$ cat src/rtl/ps2_kbd_event_rx.sv
// ps2_kbd_event_rx
// PS/2 keyboard receiver and event decoder. The raw PS/2 lines are
// synchronised and run-length filtered. Frames are sampled on falling edges
// of the filtered clock and checked for odd parity and the stop bit. E0 and
// F0 prefixes are folded into make/break events, and typematic repeats that
// arrive inside a speed-dependent hold window are dropped. The resulting
// events are queued in a first-word-fall-through FIFO.
//
// Ports:
//   clk, rst        system clock, synchronous active-high reset
//   ps2_clk/data    raw asynchronous PS/2 lines
//   speed_up/dn     saturating speed adjust pulses
//   ev_valid/ready  FIFO head handshake (pop on valid && ready)
//   ev_code/ext/break  head event fields
//   move_speed      current speed value
//   err_parity      1-cycle pulse on parity or stop-bit error
//   err_timeout     1-cycle pulse on frame timeout
//   overflow        1-cycle pulse when an event is lost to a full FIFO
module ps2_kbd_event_rx #(
  parameter int FILTER_LEN     = 4,
  parameter int TIMEOUT_CYCLES = 50000,
  parameter int FIFO_DEPTH     = 8,
  parameter int HOLD_BASE      = 4000000,
  parameter int HOLD_STEP      = 500000,
  parameter int SPEED_W        = 3,
  parameter int SPEED_INIT     = 4
) (
  input  logic               clk,
  input  logic               rst,
  input  logic               ps2_clk,
  input  logic               ps2_data,
  input  logic               speed_up,
  input  logic               speed_dn,
  output logic               ev_valid,
  input  logic               ev_ready,
  output logic [7:0]         ev_code,
  output logic               ev_ext,
  output logic               ev_break,
  output logic [SPEED_W-1:0] move_speed,
  output logic               err_parity,
  output logic               err_timeout,
  output logic               overflow
);

  localparam int PTR_W  = $clog2(FIFO_DEPTH);
  localparam int CNT_W  = PTR_W + 1;
  localparam int FCNT_W = $clog2(FILTER_LEN) + 1;
  localparam int TMO_W  = $clog2(TIMEOUT_CYCLES + 1);
  localparam int HW     = 32;
  localparam logic [SPEED_W-1:0] SPEED_MAX = {SPEED_W{1'b1}};

  typedef enum logic [1:0] {IDLE = 2'd0, RX = 2'd1, CHECK = 2'd2} state_t;

  // Odd parity holds when the XOR over data and parity bit is 1.
  function automatic logic odd_parity_ok(input logic [8:0] bits);
    return ^bits;
  endfunction

  logic [1:0]       clk_sync_r, data_sync_r;
  logic             clk_filt_r, data_filt_r, clk_filt_d_r;
  logic [FCNT_W-1:0] clk_cnt_r, data_cnt_r;
  logic             fall_s;

  state_t           state_r, state_next_s;
  logic [3:0]       bit_cnt_r;
  logic [TMO_W-1:0] tmo_r;
  logic             tmo_hit_s;
  logic [9:0]       shift_r;
  logic             ext_flag_r, brk_flag_r;
  logic             err_parity_r, err_timeout_r;

  logic [7:0]       rx_byte_s;
  logic             frame_ok_s, ev_new_s;
  logic [8:0]       ev_key_s;
  logic [HW-1:0]    hold_win_s, hold_cnt_r;
  logic [8:0]       last_key_r;
  logic             last_vld_r, drop_s, push_s, key_match_s;

  logic [9:0]       mem_r [FIFO_DEPTH];
  logic [PTR_W-1:0] wr_ptr_r, rd_ptr_r;
  logic [CNT_W-1:0] count_r;
  logic             pop_s, full_s, wr_en_s, overflow_r;
  logic [9:0]       head_s;
  logic [SPEED_W-1:0] speed_r;

  // Two-flop synchronisers for both PS/2 lines (idle level is high).
  always_ff @(posedge clk) begin
    if (rst) begin
      clk_sync_r  <= 2'b11;
      data_sync_r <= 2'b11;
    end else begin
      clk_sync_r  <= {clk_sync_r[0], ps2_clk};
      data_sync_r <= {data_sync_r[0], ps2_data};
    end
  end

  // Run filter on the clock line: flip only after FILTER_LEN differing samples.
  always_ff @(posedge clk) begin
    if (rst) begin
      clk_filt_r   <= 1'b1;
      clk_cnt_r    <= '0;
      clk_filt_d_r <= 1'b1;
    end else begin
      clk_filt_d_r <= clk_filt_r;
      if (clk_sync_r[1] == clk_filt_r) begin
        clk_cnt_r <= '0;
      end else if (clk_cnt_r == FCNT_W'(FILTER_LEN - 1)) begin
        clk_filt_r <= clk_sync_r[1];
        clk_cnt_r  <= '0;
      end else begin
        clk_cnt_r <= clk_cnt_r + FCNT_W'(1);
      end
    end
  end

  // Run filter on the data line, same rule as the clock line.
  always_ff @(posedge clk) begin
    if (rst) begin
      data_filt_r <= 1'b1;
      data_cnt_r  <= '0;
    end else begin
      if (data_sync_r[1] == data_filt_r) begin
        data_cnt_r <= '0;
      end else if (data_cnt_r == FCNT_W'(FILTER_LEN - 1)) begin
        data_filt_r <= data_sync_r[1];
        data_cnt_r  <= '0;
      end else begin
        data_cnt_r <= data_cnt_r + FCNT_W'(1);
      end
    end
  end

  assign fall_s = clk_filt_d_r & ~clk_filt_r;

  // Frame FSM state register.
  always_ff @(posedge clk) begin
    if (rst) begin
      state_r <= IDLE;
    end else begin
      state_r <= state_next_s;
    end
  end

  // Frame FSM next-state logic; timeout has priority over the final edge.
  always_comb begin
    state_next_s = state_r;
    tmo_hit_s    = 1'b0;
    case (state_r)
      IDLE: begin
        if (fall_s && !data_filt_r) begin
          state_next_s = RX;
        end else begin
          state_next_s = IDLE;
        end
      end
      RX: begin
        if (tmo_r == TMO_W'(TIMEOUT_CYCLES - 1)) begin
          tmo_hit_s    = 1'b1;
          state_next_s = IDLE;
        end else if (fall_s && (bit_cnt_r == 4'd9)) begin
          state_next_s = CHECK;
        end else begin
          state_next_s = RX;
        end
      end
      CHECK:   state_next_s = IDLE;
      default: state_next_s = IDLE;
    endcase
  end

  // shift_r[7:0] = data (LSB first), [8] = parity, [9] = stop.
  assign rx_byte_s  = shift_r[7:0];
  assign frame_ok_s = odd_parity_ok(shift_r[8:0]) && shift_r[9];
  assign ev_new_s   = (state_r == CHECK) && frame_ok_s &&
                      (rx_byte_s != 8'hE0) && (rx_byte_s != 8'hF0);
  assign ev_key_s   = {ext_flag_r, rx_byte_s};

  // Frame datapath: bit shifting, timeout counter, prefix flags, error pulses.
  always_ff @(posedge clk) begin
    if (rst) begin
      bit_cnt_r     <= 4'd0;
      tmo_r         <= '0;
      shift_r       <= 10'd0;
      ext_flag_r    <= 1'b0;
      brk_flag_r    <= 1'b0;
      err_parity_r  <= 1'b0;
      err_timeout_r <= 1'b0;
    end else begin
      err_parity_r  <= 1'b0;
      err_timeout_r <= tmo_hit_s;
      case (state_r)
        IDLE: begin
          bit_cnt_r <= 4'd0;
          tmo_r     <= '0;
        end
        RX: begin
          tmo_r <= tmo_r + TMO_W'(1);
          if (fall_s && !tmo_hit_s) begin
            shift_r   <= {data_filt_r, shift_r[9:1]};
            bit_cnt_r <= bit_cnt_r + 4'd1;
          end
        end
        CHECK: begin
          if (!frame_ok_s) begin
            err_parity_r <= 1'b1;
            ext_flag_r   <= 1'b0;
            brk_flag_r   <= 1'b0;
          end else if (rx_byte_s == 8'hE0) begin
            ext_flag_r <= 1'b1;
          end else if (rx_byte_s == 8'hF0) begin
            brk_flag_r <= 1'b1;
          end else begin
            ext_flag_r <= 1'b0;
            brk_flag_r <= 1'b0;
          end
        end
        default: begin
          bit_cnt_r <= 4'd0;
        end
      endcase
    end
  end

  // Repeat filter decision for the event formed in CHECK.
  always_comb begin
    hold_win_s  = HW'(HOLD_BASE) - (HW'(speed_r) * HW'(HOLD_STEP));
    key_match_s = last_vld_r && (last_key_r == ev_key_s);
    if (ev_new_s && !brk_flag_r && key_match_s && (hold_cnt_r < hold_win_s)) begin
      drop_s = 1'b1;
    end else begin
      drop_s = 1'b0;
    end
    push_s = ev_new_s && !drop_s;
  end

  // Hold counter and last-make key; the counter also clamps if the window shrinks.
  always_ff @(posedge clk) begin
    if (rst) begin
      hold_cnt_r <= '0;
      last_key_r <= 9'd0;
      last_vld_r <= 1'b0;
    end else if (push_s && !brk_flag_r) begin
      hold_cnt_r <= '0;
      last_key_r <= ev_key_s;
      last_vld_r <= 1'b1;
    end else begin
      if (hold_cnt_r < hold_win_s) begin
        hold_cnt_r <= hold_cnt_r + HW'(1);
      end else begin
        hold_cnt_r <= hold_win_s;
      end
      if (push_s && brk_flag_r && key_match_s) begin
        last_vld_r <= 1'b0;
      end
    end
  end

  assign pop_s   = (count_r != CNT_W'(0)) && ev_ready;
  assign full_s  = (count_r == CNT_W'(FIFO_DEPTH));
  assign wr_en_s = push_s && (!full_s || pop_s);

  // FIFO storage; no reset needed because the head is masked while empty.
  always_ff @(posedge clk) begin
    if (wr_en_s) begin
      mem_r[wr_ptr_r] <= {ext_flag_r, brk_flag_r, rx_byte_s};
    end
  end

  // FIFO pointers, occupancy and overflow pulse.
  always_ff @(posedge clk) begin
    if (rst) begin
      wr_ptr_r   <= '0;
      rd_ptr_r   <= '0;
      count_r    <= '0;
      overflow_r <= 1'b0;
    end else begin
      overflow_r <= push_s && full_s && !pop_s;
      if (wr_en_s) begin
        wr_ptr_r <= wr_ptr_r + PTR_W'(1);
      end
      if (pop_s) begin
        rd_ptr_r <= rd_ptr_r + PTR_W'(1);
      end
      case ({wr_en_s, pop_s})
        2'b10:   count_r <= count_r + CNT_W'(1);
        2'b01:   count_r <= count_r - CNT_W'(1);
        default: count_r <= count_r;
      endcase
    end
  end

  // Saturating speed register; simultaneous up and down cancel.
  always_ff @(posedge clk) begin
    if (rst) begin
      speed_r <= SPEED_W'(SPEED_INIT);
    end else begin
      case ({speed_up, speed_dn})
        2'b10:   if (speed_r != SPEED_MAX) speed_r <= speed_r + SPEED_W'(1);
        2'b01:   if (speed_r != SPEED_W'(0)) speed_r <= speed_r - SPEED_W'(1);
        default: speed_r <= speed_r;
      endcase
    end
  end

  assign head_s      = ev_valid ? mem_r[rd_ptr_r] : 10'd0;
  assign ev_valid    = (count_r != CNT_W'(0));
  assign ev_ext      = head_s[9];
  assign ev_break    = head_s[8];
  assign ev_code     = head_s[7:0];
  assign move_speed  = speed_r;
  assign err_parity  = err_parity_r;
  assign err_timeout = err_timeout_r;
  assign overflow    = overflow_r;

endmodule

$ cat config.mk
export PLATFORM = sky130hd
export DESIGN_NAME = ps2_kbd_event_rx
export DESIGN_NICKNAME = d
export VERILOG_FILES = /design/src/rtl/ps2_kbd_event_rx.sv
export SDC_FILE = /design/constraint.sdc
export NUM_CORES = 1
export LEC_CHECK = 0
export ABC_AREA = 0
export CAP_MARGIN = 25
export CORE_UTILIZATION = 56
export CTS_CLUSTER_SIZE = 10
export DETAILED_ROUTE_END_ITERATION = 8
export PLACE_DENSITY_LB_ADDON = 0.3
export SYNTH_ARGS = -nofsm -noshare
export SYNTH_HDL_FRONTEND = slang
export SYNTH_SLANG_ARGS = --single-unit
export TNS_END_PERCENT = 20
$ cat constraint.sdc
create_clock -name clk -period 6.1 [get_ports clk]
set_input_delay 1.83 -clock clk [delete_from_list [all_inputs] [get_ports clk]]
set_output_delay 1.83 -clock clk [all_outputs]
set_load 0.03 [all_outputs]
== Word-level counts from Yosys, hierarchy flattened ==
Memory sizes are Yosys's and may differ from the RTL's. A register that Yosys moved wholly into a read port is not among the register bits.
Cells that the tools add are included.
Cells by class
  magnitude comparators: 1
  add/sub/neg operators: 12
  mux-type cells: 29
  multiply operators: 1
  reductions and logical operators: 45
  eq/ne operators: 24
  bitwise gates (word level): 5
Operator list (number)
  adder 32 x 1 -> 32 bit (second input constant): 1
  < comparator 32 bit: 1
  2-to-1 mux 32 bit: 1
  one-hot mux 16 bit (2 select lines): 1
  subtractor 22 x 22 -> 23 bit (first input constant): 1
  logical AND 1 bit: 19
  multiplier 3 x 14 -> 17 bit (second input constant): 1
  adder 16 x 1 -> 16 bit (second input constant): 1
  equality test 16 bit (second input constant): 1
  equality test 8 bit (second input constant): 2
  != test 8 bit (second input constant): 2
  one-hot mux 4 bit (2 select lines): 2
  adder 3 x 1 -> 3 bit (second input constant): 5
  2-to-1 mux 1 bit: 15
  2-to-1 mux 3 bit: 4
  AND reduction 2 bit: 6
  2-to-1 mux 10 bit: 1
  equality test 9 bit: 1
  XOR reduction 9 bit: 1
  adder 4 x 1 -> 4 bit (second input constant): 2
  equality test 4 bit (second input constant): 2
  != test 2 bit (second input constant): 4
  nonzero test 2 bit: 4
  equality test 2 x 1 -> 1 bit (second input constant): 3
  other kinds (20): 36
Word-level totals
  input port bits: 7
  word-level logic and storage cells: 141
  memory bits (writable): 80
  register bits: 105
  output and inout port bits: 17
  memories: 1
Memory list
  mem_r: depth 8, bits a word 10, rd ports 1, clocked after Yosys merged registers in 1, write ports 1, RTL line 79  | logic [9:0] mem_r [FIFO_DEPTH];

== Longest topological paths before layout ==
Gate-level depths: netlist of run 1.
  depth in word-level cells: 15
  gate-level depth with buffers: 24
  gate-level depth less buffers: 24

== Worst setup path before layout of run 1 ==
No wires, ideal clock.
  path type: register to register
  from: reg speed_r[0] (netlist: move_speed[0])
  to: mem mem_r[2][0], enable pin
  data required time: 5.693 ns
  clock period less this slack: 6.230 ns
  arrival: 5.822 ns
  setup slack: -0.130 ns
  stages on the path, launching flop included: 16
  library setup time: 0.407 ns
  buffers on the path: 0
  cell sequence: dfxtp_1 inv_2 ha_1 ha_1 fa_1 xor2_1 or3b_4 or3_4 ha_1 nand4_1 nor4_1 nand4_1 a31oi_2 o21a_1 nand2_1 nor4b_1
Between the ends
  longest elaborated chain between the ends: 10
RTL lines
  start, declared: RTL line 84  | logic [SPEED_W-1:0] speed_r;
  start signal, assigned: RTL line 295  | speed_r <= SPEED_W'(SPEED_INIT);
  start signal, assigned: RTL line 298  | 2'b10: if (speed_r != SPEED_MAX) speed_r <= speed_r + SPEED_W'(1);
  start signal, assigned: RTL line 299  | 2'b01: if (speed_r != SPEED_W'(0)) speed_r <= speed_r - SPEED_W'(1);
  multiplier 3 x 14 -> 17 bit: RTL line 226  | hold_win_s = HW'(HOLD_BASE) - (HW'(speed_r) * HW'(HOLD_STEP));
  subtractor 22 x 22 -> 23 bit: RTL line 226
  < comparator 32 bit: RTL line 228  | if (ev_new_s && !brk_flag_r && key_match_s && (hold_cnt_r < hold_win_s)) begin
  logical AND 1 bit: RTL line 228
  2-to-1 mux 1 bit: RTL line 228
  zero test 1 bit: RTL line 233  | push_s = ev_new_s && !drop_s;
  logical AND 1 bit: RTL line 233
  logical AND 1 bit: RTL line 260  | assign wr_en_s = push_s && (!full_s || pop_s);
  2-to-1 mux 1 bit: RTL line 264  | if (wr_en_s) begin
  2-to-1 mux 1 bit (implied by the code): RTL line 265  | mem_r[wr_ptr_r] <= {ext_flag_r, brk_flag_r, rx_byte_s};
  end, declared: RTL line 79
No other way between the ends.

== Final worst setup path of run 1 ==
  from: reg speed_r[0] (netlist: move_speed[0])
  to: reg count_r[3]
Between the ends
  longest elaborated chain between the ends: 10
  elaborated cells on any way between the ends: 12
  classes of those cells: 1 x add/sub; 1 x mul; 1 x order compare; 2 x eq/ne; 2 x mux; 5 x reduce/logical
RTL lines
  multiplier 3 x 14 -> 17 bit (*): RTL line 226
  subtractor 22 x 22 -> 23 bit (*): RTL line 226
  < comparator 32 bit (*): RTL line 228
  logical AND 1 bit (*): RTL line 228
  2-to-1 mux 1 bit (*): RTL line 228
  zero test 1 bit (*): RTL line 233
  logical AND 1 bit (*): RTL line 233
  logical AND 1 bit (*): RTL line 260
  equality test 2 x 1 -> 1 bit or equality test 2 bit (tied branches): RTL line 284  | case ({wr_en_s, pop_s})
  one-hot mux 4 bit (2 select lines) or nonzero test 2 bit (tied branches)
  end signal, assigned: RTL line 285  | 2'b10: count_r <= count_r + CNT_W'(1);
  end signal, assigned: RTL line 286  | 2'b01: count_r <= count_r - CNT_W'(1);
  end signal, assigned: RTL line 287  | default: count_r <= count_r;
  end, declared: RTL line 81  | logic [CNT_W-1:0] count_r;
Mark *: on every way between the ends. The rest lies on a longest branch, timed or not.
A chain may end at the register's enable or synchronous reset.

==> impl_metrics.ini, run 1 <==
[setup_path]
r2r_slack_ns = 0.27
worstSetupPathType = reg -> reg
critPathCaptureType = register
cp_slowest_cell = or3_4
slowest_delay_ns = 0.47
cp-start-kind = register
cp_cell_sequence = inv_2 -> ha_1 -> ha_1 -> fa_1 -> xor2_2 -> or3b_4 -> or3_4 -> ha_1 -> nand4_1 -> nor4_4 -> a221o_1 -> a2111o_1 -> o21ai_4 -> nand2_1 -> inv_2 -> ha_1 -> a21o_1 -> a21oi_1 -> or4_1 -> o22a_1 -> mux2_1
critPathRequiredTime_ns = 6.42
crit_path_frequent_cell = ha_1
critPathMaxFanout = 11
crit_buf_inv = 2
critPathTopFamily = simple AND/OR/NAND/NOR gates
rr_startpoint = move_speed[0]
r2r-end = count_r[3]
arrival_ns = 6.16
r2r_cells = 21

[sta]
finalSetupViolCount = 0
tightest_slew_ns = 1.00
skew_ns = 0.0132
tns_ns = 0
period_share_pct = 95.7
hold_viol_final = 0
slew-limit-headroom_pct = 32.7
final.min_clock_period_ns = 5.83
slew_violations = 0
fmax_mhz = 171

[global_routing]
grt_pass1_vias = 6241
grt_use_total_pct = 23.3
overflow = 0
grt_max_degree = 56
antenna_found_initial = 0
grt_pass1_wl_um = 30100

[floorplan]
placementRows = 46
start_util_pct = 57.3
die-area_mm2 = 0.0168
die-width_um = 129
pin_count = 24
core_mm2 = 0.0159
dieHeight_um = 129

[pwr]
p_per_area_mw_per_mm2 = 360
switching_share_pct = 34.1
internal_power_mw = 2.45
pwr-share-clk_pct = 30.2
pwr-share-seq_pct = 39.2
ir_drop_mv = 0.225
p_leak_nw = 3.70
total_power_mw = 3.72
p_comb_share_pct = 30.6
switchingPower_mw = 1.27

[final_layout]
diodes = 0
multi_input_area_mm2 = 0.00438
final_cell_mix = 106 x dfxtp_1, 83 x nor2_1, 80 x edfxtp_1
regArea_mm2 = 0.00457
n_fill_cell = 1229
fin_nets = 907
layout-drive-gt1-share_pct = 12.8
postLayoutCellArea_mm2 = 0.0103
syn_to_final_growth_pct = 13.6
final_util_pct = 65.1
mostFrequentLayoutCell = dfxtp_1

[logic_synthesis]
synth_top_family_by_area = simple AND/OR/NAND/NOR gates
synth.largest_area_cell = edfxtp_1
synthXorXnorAreaFrac_pct = 7.08
ys_seq_area_share_pct = 50.2
synthDistinctLibCells = 71
synth_nets = 868
synthFlopType = dfxtp_1
synth_warnings = 0
netlist.area_leader.share_pct = 26.4
synthAdderAreaFrac_pct = 8.94
async_reset_ff_share_pct = 0
muxShareOfSynthArea_pct = 7.98
synth_compound_area_share_pct = 8.72
syn-cell-area_mm2 = 0.00910
synth_cells = 799
synth_edf_count = 80
synth-seq-cells = 188
syn_avg_cell_area_um2 = 11.4
synth_area_leaders = edfxtp_1 26%, dfxtp_1 24%, ha_1 7.8%
yosys.area_share.simple_pct = 14.8

[hold_path]
worstHoldStart = data_sync_r[0]
worstHoldPathCells = 1
whs_endpoint = data_sync_r[1]
hold_class = reg -> reg

[drt]
finalWirelength_um = 18200
vias = 6191
drcViolationCount = 0
viasPerCell = 5.80
dr.first_iter.drc_count = 335
routed-wl-met3_um = 640
ant_nets = 0
first_pass_iters = 5
top_layer = met4
avgRoutedWirePerCell_um = 17.1
wl_met2_um = 9240
routedLengthMet1_um = 7890

[clocking]
h-tree-depth = 4
tritoncts = yes
worstSkewPairLatency_ns = 0.44
cts_resized = 0
clock_sinks = 188
postCtsSetupBuffers = 0
cts_hold_buf = 0
cts_made_buffers = 17
clk_path_buf_depth = 2
cts_root_buffer = clkbuf_16
clk_pin_slew_ns = 0.07

[placed_design]
io_buffers = 23
place_area_mm2 = 0.00966
place_hpwl_um = 12700
gp_congestion = 0.847

[run_status]
outcome = finished, final reports clean

[flow_run]
max-cap-violations = 0
## power groups by stage
stage / logic (mW) / clock network (mW) / registers [mW]
after floorplan: 0.810 / 0 / 1.47
after CTS: 1.11 / 1.14 / 1.46
after detailed placement: 1.10 / 0 / 1.48
final: 1.14 / 1.13 / 1.46
after global placement: 1.06 / 0 / 1.48
after global routing: 1.26 / 1.18 / 1.47
## cells in the mapped netlist, drive strengths merged, types with 9 or more instances
master and instances:
a211oi 17, a21o 9, a21oi 32, and3 13, clkbuf 18, dfxtp 108
edfxtp 80, ha 57, inv 30, mux2i 23, mux4 20, nand2 37
nand3 37, nand4 18, nor2 84, nor3 13, o21ai 36, or3 11
xnor2 37, xor2 34
## state kept, by name (all words and copies together) (netlist names), 3 cells and up, named ones only
signal      count
bit_cnt_r       4
data_cnt_r      3
shift_r        10
tmo_r          16
mem_r          80
count_r         4
clk_cnt_r       3
last_key_r      9
rd_ptr_r        3
move_speed      3
hold_cnt_r     32
wr_ptr_r        3
## stage by stage
stage | instances | worst slack, ns | hold slack, ns
2_1_floorplan | 799 | -0.111 | 0.389
5_1_grt | 1067 | -0.0546 | 0.422
4_1_cts | 1065 | 0.0795 | 0.415
3_3_place_gp | 1032 | 0.398 | 0.396
3_5_place_dp | 1033 | 0.136 | 0.397
6_report | 1067 | 0.265 | 0.414
## kinds of logic after synthesis
| kind of cell | after synthesis |
|---|---|
| AND/OR/NAND/NOR | 260 |
| adder cells (fa/ha/maj) | 62 |
| multiplexers | 47 |
| buffers and inverters | 54 |
| AO/OA/AOI/OAI | 116 |
| XOR/XNOR | 72 |
| flip-flops | 188 |
## worst max-delay path by stage
stage                              from           to  depth (start not counted)
after CTS                 move_speed[0]   count_r[3]                         21
after floorplan           move_speed[0]  mem_r[1][0]                         15
after global placement    move_speed[0]   count_r[3]                         21
after global routing      move_speed[0]   count_r[3]                         21
after detailed placement  move_speed[0]   count_r[3]                         21
final                     move_speed[0]   count_r[3]                         21
## routing by layer
metal,global-route usage (%),vias to the layer above
li1,-,3004
met3,3.92,35
met5,0,-
met1,28.3,3022
met4,10.1,0
met2,40.9,130
## cell type report
cell class / count / area share [%]
Sequential cell: 188 / 44.2
Multi-Input combinational cell: 557 / 42.4
Clock buffer: 17 / 4.12
Timing Repair Buffer: 43 / 3.74
Tap cell: 216 / 2.61
Clock inverter: 15 / 1.80
Inverter: 31 / 1.13
Power figures use the tool's default switching activity.
==> run 2: changes to the inputs <==
--- a/config.mk
+++ b/config.mk
@@ -7,7 +7,7 @@
 export LEC_CHECK = 0
 export ABC_AREA = 0
 export CAP_MARGIN = 25
-export CORE_UTILIZATION = 56
+export CORE_UTILIZATION = 65
 export CTS_CLUSTER_SIZE = 10
 export DETAILED_ROUTE_END_ITERATION = 8
 export PLACE_DENSITY_LB_ADDON = 0.3
==> constraint.sdc (replaced) <==
create_clock -name clk -period 7.4 [get_ports clk]
set_input_delay 2.22 -clock clk [delete_from_list [all_inputs] [get_ports clk]]
set_output_delay 2.22 -clock clk [all_outputs]
set_load 0.03 [all_outputs]
==> run 2 against run 1 <==
  * Sequential power down 18%
  * Combinational power down 19%
  * Highest routed layer unchanged
  * Sequential cell count unchanged
  * Global-route usage up 3.8 points
  * Setup slack better by 0.58 ns
  * Clock skew up 0.0080 ns
==> impl_metrics.ini, run 2 (same netlist as run 1, synthesis figures left out) <==
[hold_path]
hold_class = reg -> reg
worstHoldPathCells = 1
worstHoldStart = data_sync_r[0]
whs_endpoint = data_sync_r[1]

[final_layout]
fin_nets = 902
finalNonFillerCells = 1022
diodes = 0
final_cell_mix = 108 x dfxtp_1, 83 x nor2_1, 80 x edfxtp_1
syn_to_final_growth_pct = 11.8
top_regs = mem_r x80, hold_cnt_r x32, tmo_r x16
n_fill_cell = 895
largest_reg_flops = 80
mostFrequentLayoutCell = dfxtp_1
largest_register = mem_r
layout-drive-gt1-share_pct = 11.8

[setup_path]
arrival_ns = 6.88
cp-start-kind = register
crit_path_frequent_cell = ha_1
rr_startpoint = move_speed[0]
cp_cell_sequence = inv_2 -> ha_1 -> ha_1 -> fa_1 -> xor2_1 -> or3b_4 -> or3_4 -> ha_1 -> nand4_1 -> nor4_1 -> nand4_1 -> a31oi_2 -> o21ai_2 -> nand2_1 -> inv_2 -> ha_1 -> a21o_1 -> a21oi_1 -> or4_1 -> o22a_1 -> mux2_1
cp_slowest_cell = dfxtp_1
r2r_cells = 21
critPathMaxFanout = 11
r2r_slack_ns = 0.84
slowest_delay_ns = 0.62
r2r-end = count_r[3]
critPathRequiredTime_ns = 7.72
worstSetupPathType = reg -> reg
critPathCaptureType = register

[global_routing]
grt_pass1_vias = 6230
overflow = 0
grt_use_total_pct = 27.1
antenna_found_initial = 0
grt_pass1_wl_um = 30600
grt_max_degree = 57

[floorplan]
dieHeight_um = 120
pin_count = 24
placementRows = 42
die-area_mm2 = 0.0145
start_util_pct = 67.6
die-width_um = 120
core_mm2 = 0.0135

[sta]
slew_violations = 0
finalSetupViolCount = 0
fmax_mhz = 152
final.min_clock_period_ns = 6.56
tightest_slew_ns = 0.960
skew_ns = 0.0212
hold_viol_final = 0
rsz0062_at_grt = no
tns_ns = 0
slew-limit-headroom_pct = 35.4
period_share_pct = 88.6

[pwr]
ir_drop_mv = 0.167
p_leak_nw = 3.66
p_per_area_mw_per_mm2 = 297

[clocking]
cts_hold_buf = 0
clk_path_buf_depth = 2
cts_root_buffer = clkbuf_16
clk_pin_slew_ns = 0.07
cts_resized = 0
worstSkewPairLatency_ns = 0.45
h-tree-depth = 4
postCtsSetupBuffers = 0
tritoncts = yes
cts_made_buffers = 17
clock_sinks = 188

[drt]
viasPerCell = 6.17
first_pass_iters = 5
avgRoutedWirePerCell_um = 18.3
vias = 6310
finalWirelength_um = 18700
dr.first_iter.drc_count = 502
ant_nets = 0
drcViolationCount = 0

[placed_design]
placedCellCount = 985
gp_congestion = 0.885
io_buffers = 23
place_hpwl_um = 12500

[run_status]
outcome = finished, final reports clean

[flow_run]
max-cap-violations = 0
## run 2: worst max path at each step
stage	endpoint	from	cells after the start
after floorplan	mem_r[2][0]	move_speed[0]	15
after global placement	count_r[3]	move_speed[0]	21
after detailed placement	mem_r[2][7]	move_speed[0]	15
after CTS	mem_r[2][1]	move_speed[0]	15
after global routing	count_r[3]	move_speed[0]	21
final	count_r[3]	move_speed[0]	21
## run 2: area by class of cell
class / count / area (um^2) / share of cell area [%]
tap: 176 / 220 / 2.17
multi-input combinational: 557 / 4350 / 42.7
clock inverter: 14 / 144 / 1.41
clock buffer: 18 / 439 / 4.32
timing repair buffer: 38 / 342 / 3.36
sequential: 188 / 4560 / 44.9
inverter: 31 / 116 / 1.14
## run 2: metal layers
layer  part of all wire (%)  track usage (%)  vias up
met3                    4.6             5.09       41
li1                       -                -     2990
met2                     51             47.7      197
met4                    2.5             11.0        0
met5                      0                0        -
met1                     42             32.8     3082
## run 2: worst max-delay path: cells and delay by family (launching register included)
kind                     cells  cell delay [ns]
buffers and inverters        2             0.24
multiplexers                 1             0.31
adder cells (fa/ha/maj)      5             1.68
XOR/XNOR                     1             0.28
flip-flops                   1             0.62
AO/OA/AOI/OAI                5             1.07
AND/OR/NAND/NOR              7             2.24
## run 2: stage by stage
step	utilization (%)	power [mW]	area [um^2]	hold slack [ns]	setup slack, ns
CTS	75.3	3.02	10100	0.415	0.834
detailed placement	71.0	2.12	9550	0.398	0.919
global route	75.6	3.16	10200	0.425	0.459
floorplan	-	1.88	9100	0.389	1.17
global placement	70.9	2.08	9530	0.393	1.21
finish	75.6	3.02	10200	0.413	0.842
## run 2: where the power goes
group | internal [mW] | total, mW | switching (mW)
registers | 1.13 | 1.20 | 0.0750
clock network | 0.457 | 0.898 | 0.441
logic | 0.394 | 0.918 | 0.524
